### src/rtl/crypto_pkg.sv
// Shared definitions for the crypto output serializer slice.
//   - byte/word widths of the output path
//   - default FIFO depth and frame length
//   - serializer FSM state encoding
package crypto_pkg;

   localparam int BYTE_W            = 8;
   localparam int WORD_W            = 16;
   localparam int DEFAULT_DEPTH     = 4;
   localparam int DEFAULT_FRAME_LEN = 4;

   // CK_* states are only entered when CRYPTO_OUT_CHECKSUM_EN is defined.
   typedef enum logic [2:0] {
      ST_IDLE  = 3'd0,
      ST_HI    = 3'd1,
      ST_LO    = 3'd2,
      ST_CK_HI = 3'd3,
      ST_CK_LO = 3'd4
   } ser_state_e;

endpackage

### src/rtl/crypto_sync_fifo.sv
// Synchronous FIFO holding ciphertext words ahead of the serializer.
// Ports:
//   clk, rst     : clock, synchronous active-low reset
//   push         : write push_data (ignored while full)
//   push_data    : word to store
//   pop          : remove the head word (ignored while empty)
//   pop_data     : current head word (valid while !empty)
//   full, empty  : occupancy flags
//   count        : number of stored words, 0..DEPTH
// DEPTH must be a power of two so the pointers wrap naturally.
module crypto_sync_fifo
   import crypto_pkg::*;
#(
   parameter int DEPTH = DEFAULT_DEPTH,
   parameter int WIDTH = WORD_W
) (
   input  logic                     clk,
   input  logic                     rst,
   input  logic                     push,
   input  logic [WIDTH-1:0]         push_data,
   input  logic                     pop,
   output logic [WIDTH-1:0]         pop_data,
   output logic                     full,
   output logic                     empty,
   output logic [$clog2(DEPTH):0]   count
);

   localparam int AW = $clog2(DEPTH);
   localparam int CW = AW + 1;

   logic [WIDTH-1:0] mem [DEPTH];
   logic [AW-1:0]    wr_ptr;
   logic [AW-1:0]    rd_ptr;
   logic             do_push;
   logic             do_pop;

   assign full     = (count == CW'(DEPTH));
   assign empty    = (count == '0);
   assign do_push  = push && !full;
   assign do_pop   = pop && !empty;
   assign pop_data = mem[rd_ptr];

   // Storage carries no reset; only pointers and count define occupancy.
   always_ff @(posedge clk) begin
      if (do_push) begin
         mem[wr_ptr] <= push_data;
      end
   end

   always_ff @(posedge clk) begin
      if (!rst) begin
         wr_ptr <= '0;
         rd_ptr <= '0;
         count  <= '0;
      end else begin
         if (do_push) wr_ptr <= wr_ptr + AW'(1);
         if (do_pop)  rd_ptr <= rd_ptr + AW'(1);
         case ({do_push, do_pop})
            2'b10:   count <= count + CW'(1);
            2'b01:   count <= count - CW'(1);
            default: count <= count;
         endcase
      end
   end

endmodule

### src/rtl/crypto_out_serializer.sv
// Serializes 16-bit ciphertext words into a byte stream, high byte first,
// grouped into frames of FRAME_LEN words.
// Build option: CRYPTO_OUT_CHECKSUM_EN appends a 2-byte XOR checksum of the
// frame's words after every frame; without it frames carry data bytes only.
// Ports:
//   clk, rst    : clock, synchronous active-low reset
//   in_data     : ciphertext word
//   in_valid    : in_data present this cycle
//   in_ready    : FIFO can take a word this cycle (word accepted on valid&&ready)
//   out_byte    : serialized byte (registered)
//   out_valid   : out_byte valid (registered)
//   out_ready   : downstream accepts out_byte (byte moves on valid&&ready)
//   out_last    : out_byte is the final byte of a frame
//   overflow    : sticky, a word was offered while the FIFO was full
//   dbg_state   : current FSM state (crypto_pkg::ser_state_e encoding)
// Handshakes: a transfer happens on any rising edge where valid and ready are
// both high; a source holds its data stable while valid is high and ready low.
module crypto_out_serializer
   import crypto_pkg::*;
#(
   parameter int DEPTH     = DEFAULT_DEPTH,
   parameter int FRAME_LEN = DEFAULT_FRAME_LEN
) (
   input  logic              clk,
   input  logic              rst,
   input  logic [WORD_W-1:0] in_data,
   input  logic              in_valid,
   output logic              in_ready,
   output logic [BYTE_W-1:0] out_byte,
   output logic              out_valid,
   input  logic              out_ready,
   output logic              out_last,
   output logic              overflow,
   output logic [2:0]        dbg_state
);

   localparam int            CW       = $clog2(DEPTH) + 1;
   localparam logic [7:0]    LAST_IDX = 8'(FRAME_LEN - 1);

   logic [WORD_W-1:0] fifo_head;
   logic              fifo_full;
   logic              fifo_empty;
   logic [CW-1:0]     fifo_count;
   logic              push;
   logic              pop;

   ser_state_e        state, state_n;
   logic [WORD_W-1:0] word_q, word_n;
   logic [7:0]        cnt_q, cnt_n;
   logic              frame_end;
   logic              next_word;
`ifdef CRYPTO_OUT_CHECKSUM_EN
   logic [WORD_W-1:0] csum_q, csum_n;
`endif

   logic              ov_n;
   logic [BYTE_W-1:0] ob_n;
   logic              ol_n;

   // No pop bypass: a full FIFO refuses input even if the FSM pops this cycle.
   assign in_ready  = (fifo_count != CW'(DEPTH));
   assign push      = in_valid && in_ready;
   assign dbg_state = state;

   crypto_sync_fifo #(
      .DEPTH (DEPTH),
      .WIDTH (WORD_W)
   ) u_fifo (
      .clk       (clk),
      .rst       (rst),
      .push      (push),
      .push_data (in_data),
      .pop       (pop),
      .pop_data  (fifo_head),
      .full      (fifo_full),
      .empty     (fifo_empty),
      .count     (fifo_count)
   );

   // Next-state logic. A finished word either fetches the next one straight
   // into HI (no bubble) or falls back to IDLE; a finished frame also clears
   // the word count and checksum before that fetch.
   always_comb begin
      state_n   = state;
      word_n    = word_q;
      cnt_n     = cnt_q;
      pop       = 1'b0;
      frame_end = 1'b0;
      next_word = 1'b0;
`ifdef CRYPTO_OUT_CHECKSUM_EN
      csum_n    = csum_q;
`endif
      case (state)
         ST_IDLE: begin
            if (!fifo_empty) begin
               pop     = 1'b1;
               word_n  = fifo_head;
`ifdef CRYPTO_OUT_CHECKSUM_EN
               csum_n  = csum_q ^ fifo_head;
`endif
               state_n = ST_HI;
            end
         end
         ST_HI: begin
            if (out_ready) state_n = ST_LO;
         end
         ST_LO: begin
            if (out_ready) begin
               if (cnt_q == LAST_IDX) begin
`ifdef CRYPTO_OUT_CHECKSUM_EN
                  cnt_n   = cnt_q + 8'd1;
                  state_n = ST_CK_HI;
`else
                  frame_end = 1'b1;
`endif
               end else begin
                  cnt_n     = cnt_q + 8'd1;
                  next_word = 1'b1;
               end
            end
         end
`ifdef CRYPTO_OUT_CHECKSUM_EN
         ST_CK_HI: begin
            if (out_ready) state_n = ST_CK_LO;
         end
         ST_CK_LO: begin
            if (out_ready) frame_end = 1'b1;
         end
`endif
         default: state_n = ST_IDLE;
      endcase

      if (frame_end) begin
         cnt_n     = 8'd0;
`ifdef CRYPTO_OUT_CHECKSUM_EN
         csum_n    = '0;
`endif
         next_word = 1'b1;
      end

      if (next_word) begin
         if (!fifo_empty) begin
            pop     = 1'b1;
            word_n  = fifo_head;
`ifdef CRYPTO_OUT_CHECKSUM_EN
            csum_n  = csum_n ^ fifo_head;
`endif
            state_n = ST_HI;
         end else begin
            state_n = ST_IDLE;
         end
      end
   end

   // Output bytes are decoded from the next state so they can be registered
   // alongside it; this keeps them stable for as long as the state is held.
   always_comb begin
      ov_n = 1'b0;
      ob_n = '0;
      ol_n = 1'b0;
      case (state_n)
         ST_HI: begin
            ov_n = 1'b1;
            ob_n = word_n[15:8];
         end
         ST_LO: begin
            ov_n = 1'b1;
            ob_n = word_n[7:0];
`ifndef CRYPTO_OUT_CHECKSUM_EN
            ol_n = (cnt_n == LAST_IDX);
`endif
         end
`ifdef CRYPTO_OUT_CHECKSUM_EN
         ST_CK_HI: begin
            ov_n = 1'b1;
            ob_n = csum_n[15:8];
         end
         ST_CK_LO: begin
            ov_n = 1'b1;
            ob_n = csum_n[7:0];
            ol_n = 1'b1;
         end
`endif
         default: begin
            ov_n = 1'b0;
         end
      endcase
   end

   always_ff @(posedge clk) begin
      if (!rst) begin
         state     <= ST_IDLE;
         word_q    <= '0;
         cnt_q     <= '0;
`ifdef CRYPTO_OUT_CHECKSUM_EN
         csum_q    <= '0;
`endif
         out_valid <= 1'b0;
         out_byte  <= '0;
         out_last  <= 1'b0;
         overflow  <= 1'b0;
      end else begin
         state     <= state_n;
         word_q    <= word_n;
         cnt_q     <= cnt_n;
`ifdef CRYPTO_OUT_CHECKSUM_EN
         csum_q    <= csum_n;
`endif
         out_valid <= ov_n;
         out_byte  <= ob_n;
         out_last  <= ol_n;
         // Offered word is dropped; the flag stays until reset.
         overflow  <= overflow | (in_valid && fifo_full);
      end
   end

endmodule

### config.mk
export PLATFORM = sky130hd
export DESIGN_NAME = crypto_out_serializer
export DESIGN_NICKNAME = d
export VERILOG_FILES = /design/src/rtl/crypto_pkg.sv /design/src/rtl/crypto_sync_fifo.sv /design/src/rtl/crypto_out_serializer.sv
export SDC_FILE = /design/constraint.sdc
export NUM_CORES = 1
export LEC_CHECK = 0
export BUFFER_PORTS_ARGS = -buffer_cell sky130_fd_sc_hd__buf_4
export CORE_MARGIN = 5
export CORE_UTILIZATION = 62
export DETAILED_ROUTE_END_ITERATION = 10
export GPL_ROUTABILITY_DRIVEN = 0
export PLACE_DENSITY_LB_ADDON = 0.2
export SYNTH_ARGS = -nofsm -noshare
export SYNTH_HDL_FRONTEND = slang
export SYNTH_HIERARCHICAL = 1
export SYNTH_SLANG_ARGS = --single-unit
### constraint.sdc
create_clock -name clk -period 6.3 [get_ports clk]
set_input_delay 0.63 -clock clk [delete_from_list [all_inputs] [get_ports clk]]
set_output_delay 0.63 -clock clk [all_outputs]
set_load 0.05 [all_outputs]
==> qor.csv <==
metric,value,unit
r2r-start,u_fifo/count[0]$_SDFFE_PN0P_,
antenna_found_initial,0,
dp_hpwl,4600,um
layout_min_cycle_time,2.74,ns
syn-cell-area,4400,um2
yosys_register_bits,111,
hold_viol,0,
synth_edf_count,64,
cts.htree.levels,3,
period_share,43.5,%
grt_pass1_vias,2273,
async_reset_ff_share,0,%
dieHeight,94.2,um
diodes,0,
syn_area_per_cell,15.5,um2
clock-root-buffer,clkbuf_8,
worst-r2r-setup-slack,3.56,ns
worst-path-buf-inv,2,
grt_overflow,0,
cp-end-kind,flip-flop,
cp-start-kind,flip-flop,
hold_buffers,0,
start_util,64.1,%
routed_wl,7140,um
cp.required,6.59,ns
synth.distinct_cells,45,
core_area,6870,um2
synth_warnings,6,
layout-drive-gt1-share,26.2,%
vias,2280,
synthFlopType,edfxtp_1,
io_pins,35,
max_stage_delay,0.44,ns
status,finished clean,
max_freq,365,MHz
multi_input_area,1410,um2
clk_latency,0.36,ns
clock_sinks,111,
cp_slowest_cell,dfxtp_1,
path_depth,10,
n_fill_cell,478,
postRouteAntennaNets,0,
syn_inst,283,
maxCapViolCount,0,
path_cells,"nor3_2, nor4_4, buf_4, nor2b_1, ha_1, inv_1, fa_1, xor2_1, or3_1, a21boi_1",
worst_hold_path.endpoint,u_fifo/mem[0][2]$_DFFE_PP_,
postCtsSetupBuffers,0,
nets,343,
rows,30,
seqCellArea,2860,um2
setup_viol,0,
wl_per_cell,17.1,um
clk_pin_slew,0.10,ns
io_buffer_count,34,
hp-start,in_data[2],
first_pass_iters,4,
arrival,3.03,ns
drcViolationCount,0,
cts_buffer_depth,2,
fin_worst_hold_slack,0.462,ns
drtIter0Drc,128,
slew_violations,0,
power.density,354,nW/um2
tritoncts,built,
rsz0062_at_grt,false,
skew,0.0123,ns
hold_depth,1,
grt_util_all_layers,17.5,%
critPathKind,reg -> reg,
fin_setup_tns,0,ns
syn_to_final_growth,10.9,%
p_leak,1.65,nW
tightest_slew,0.959,ns
via_per_inst,5.47,
ir_drop,0.000197,V
relSlewSlack,36.1,%
worstRegToRegCells,10,
cts_buffers,9,
fp.dieW,94.2,um
worstReg2RegEnd,u_fifo/count[2]$_SDFFE_PN0P_,
setup.worst_path.start,u_fifo/count[0]$_SDFFE_PN0P_,
die-area,8880,um2
grt_pass1_wl,11400,um
ys_seq_area_share,65.1,%
synth_nets,310,
hold_path.class,in -> reg,
cpLargestDelayFamily,simple AND/OR/NAND/NOR gates,
grt_max_degree,36,
cp_max_fo,19,
cts_resized,0,
## worst max path at each step
stage / to / slack (ns)
3_3_place_gp: u_fifo/count[2]$_SDFFE_PN0P_ / 3.51
2_1_floorplan: u_fifo/count[2]$_SDFFE_PN0P_ / 3.70
3_5_place_dp: u_fifo/count[2]$_SDFFE_PN0P_ / 3.44
5_1_grt: u_fifo/count[2]$_SDFFE_PN0P_ / 3.35
4_1_cts: u_fifo/count[2]$_SDFFE_PN0P_ / 3.54
6_report: u_fifo/count[2]$_SDFFE_PN0P_ / 3.56
## cell usage in the layout (no fill, tap or decap), types with 2 or more instances in the layout
cell / instances
nand3_1: 3
and2_1: 9
clkinv_4: 2
xnor2_1: 5
nand4_1: 3
clkbuf_8: 9
a21oi_1: 3
nor2b_1: 13
nand4bb_1: 2
edfxtp_1: 64
nand2_1: 10
nor2b_2: 9
nor2_1: 9
or3_1: 2
a22o_1: 8
a21boi_1: 2
mux2i_1: 18
nor3_1: 5
inv_1: 6
xor2_1: 4
buf_4: 36
mux4_2: 16
ha_1: 6
o21ai_0: 6
dfxtp_1: 47
## layout make-up
| class | instances | share of cell area (%) |
|---|---|---|
| tap | 96 | 2.46 |
| multi-input combinational | 151 | 28.8 |
| clock inverter | 6 | 1.41 |
| sequential | 111 | 58.7 |
| clock buffer | 10 | 2.61 |
| inverter | 7 | 0.538 |
| timing repair buffer | 36 | 5.54 |
## kinds of logic (layout without fill, tap and decap cells)
| kind of cell | Yosys count | in the layout | synth area share (%) |
|---|---|---|---|
| DFF | 111 | 111 | 65.1 |
| adders and majority gates | 7 | 7 | 2.16 |
| xor gates and xnor gates | 9 | 9 | 1.79 |
| AOI/OAI and AO/OA | 25 | 25 | 4.49 |
| and+or+nand+nor | 75 | 75 | 11.1 |
| buffers and inverters | 21 | 59 | 3.01 |
| muxes | 34 | 34 | 12.3 |
| other | 1 | 1 | 0.0852 |
## per-layer routing
metal / part of all wire (%) / global-route usage [%] / vias up
met2: 49 / 28.2 / 41
met1: 46 / 22.9 / 1126
met5: 0 / 0 / -
met4: 1.2 / 5.78 / 0
met3: 3.6 / 5.13 / 7
li1: - / - / 1106
## stage by stage
stage	instances	utilization (%)	setup slack (ns)	instance area [um2]	power (W)
3_5_place_dp	401	68.2	3.44	4680	0.00134
5_1_grt	417	71.1	3.35	4880	0.00181
6_report	417	71.1	3.56	4880	0.00173
4_1_cts	417	71.1	3.54	4880	0.00175
2_1_floorplan	283	-	3.70	4400	0.00126
3_3_place_gp	401	68.2	3.51	4680	0.00132
## where the power goes
| part | switching [W] | total [W] | leakage, nW | internal (W) |
|---|---|---|---|---|
| combinational | 0.000228 | 0.000407 | 0.580 | 0.000179 |
| sequential | 0.0000407 | 0.000905 | 0.969 | 0.000865 |
| clock | 0.000229 | 0.000415 | 0.0968 | 0.000186 |
| total | 0.000498 | 0.00173 | 1.65 | 0.00123 |
## cells in the mapped netlist (2+ instances only)
library cell | n | area, um2
buf_6 | 2 | 22.5
o21ai_0 | 6 | 30.0
nor2b_2 | 9 | 78.8
a22o_1 | 8 | 70.1
nor2_1 | 9 | 33.8
or3_1 | 2 | 12.5
nor2b_1 | 13 | 81.3
nand2_1 | 10 | 37.5
and2_1 | 9 | 56.3
buf_12 | 2 | 40.0
a21oi_1 | 3 | 15.0
mux4_2 | 16 | 360
xor2_1 | 4 | 35.0
nand4_1 | 3 | 18.8
ha_1 | 6 | 75.1
xnor2_1 | 5 | 43.8
nand3_1 | 3 | 15.0
buf_2 | 5 | 25.0
mux2i_1 | 18 | 180
nand4bb_1 | 2 | 22.5
edfxtp_1 | 64 | 1920
clkbuf_1 | 5 | 18.8
inv_1 | 6 | 22.5
dfxtp_1 | 47 | 941
nor3_1 | 5 | 25.0
a21boi_1 | 2 | 15.0
## state kept, by name, summed over array words and instances, names as in the netlist, 2 cells and up, named ones only
register / count
cnt_q: 8
word_q: 16
u_fifo/rd_ptr: 2
u_fifo/mem: 64
u_fifo/count: 3
dbg_state: 3
u_fifo/wr_ptr: 2
out_byte: 8
No activity file was read; power rests on OpenSTA's default activity.
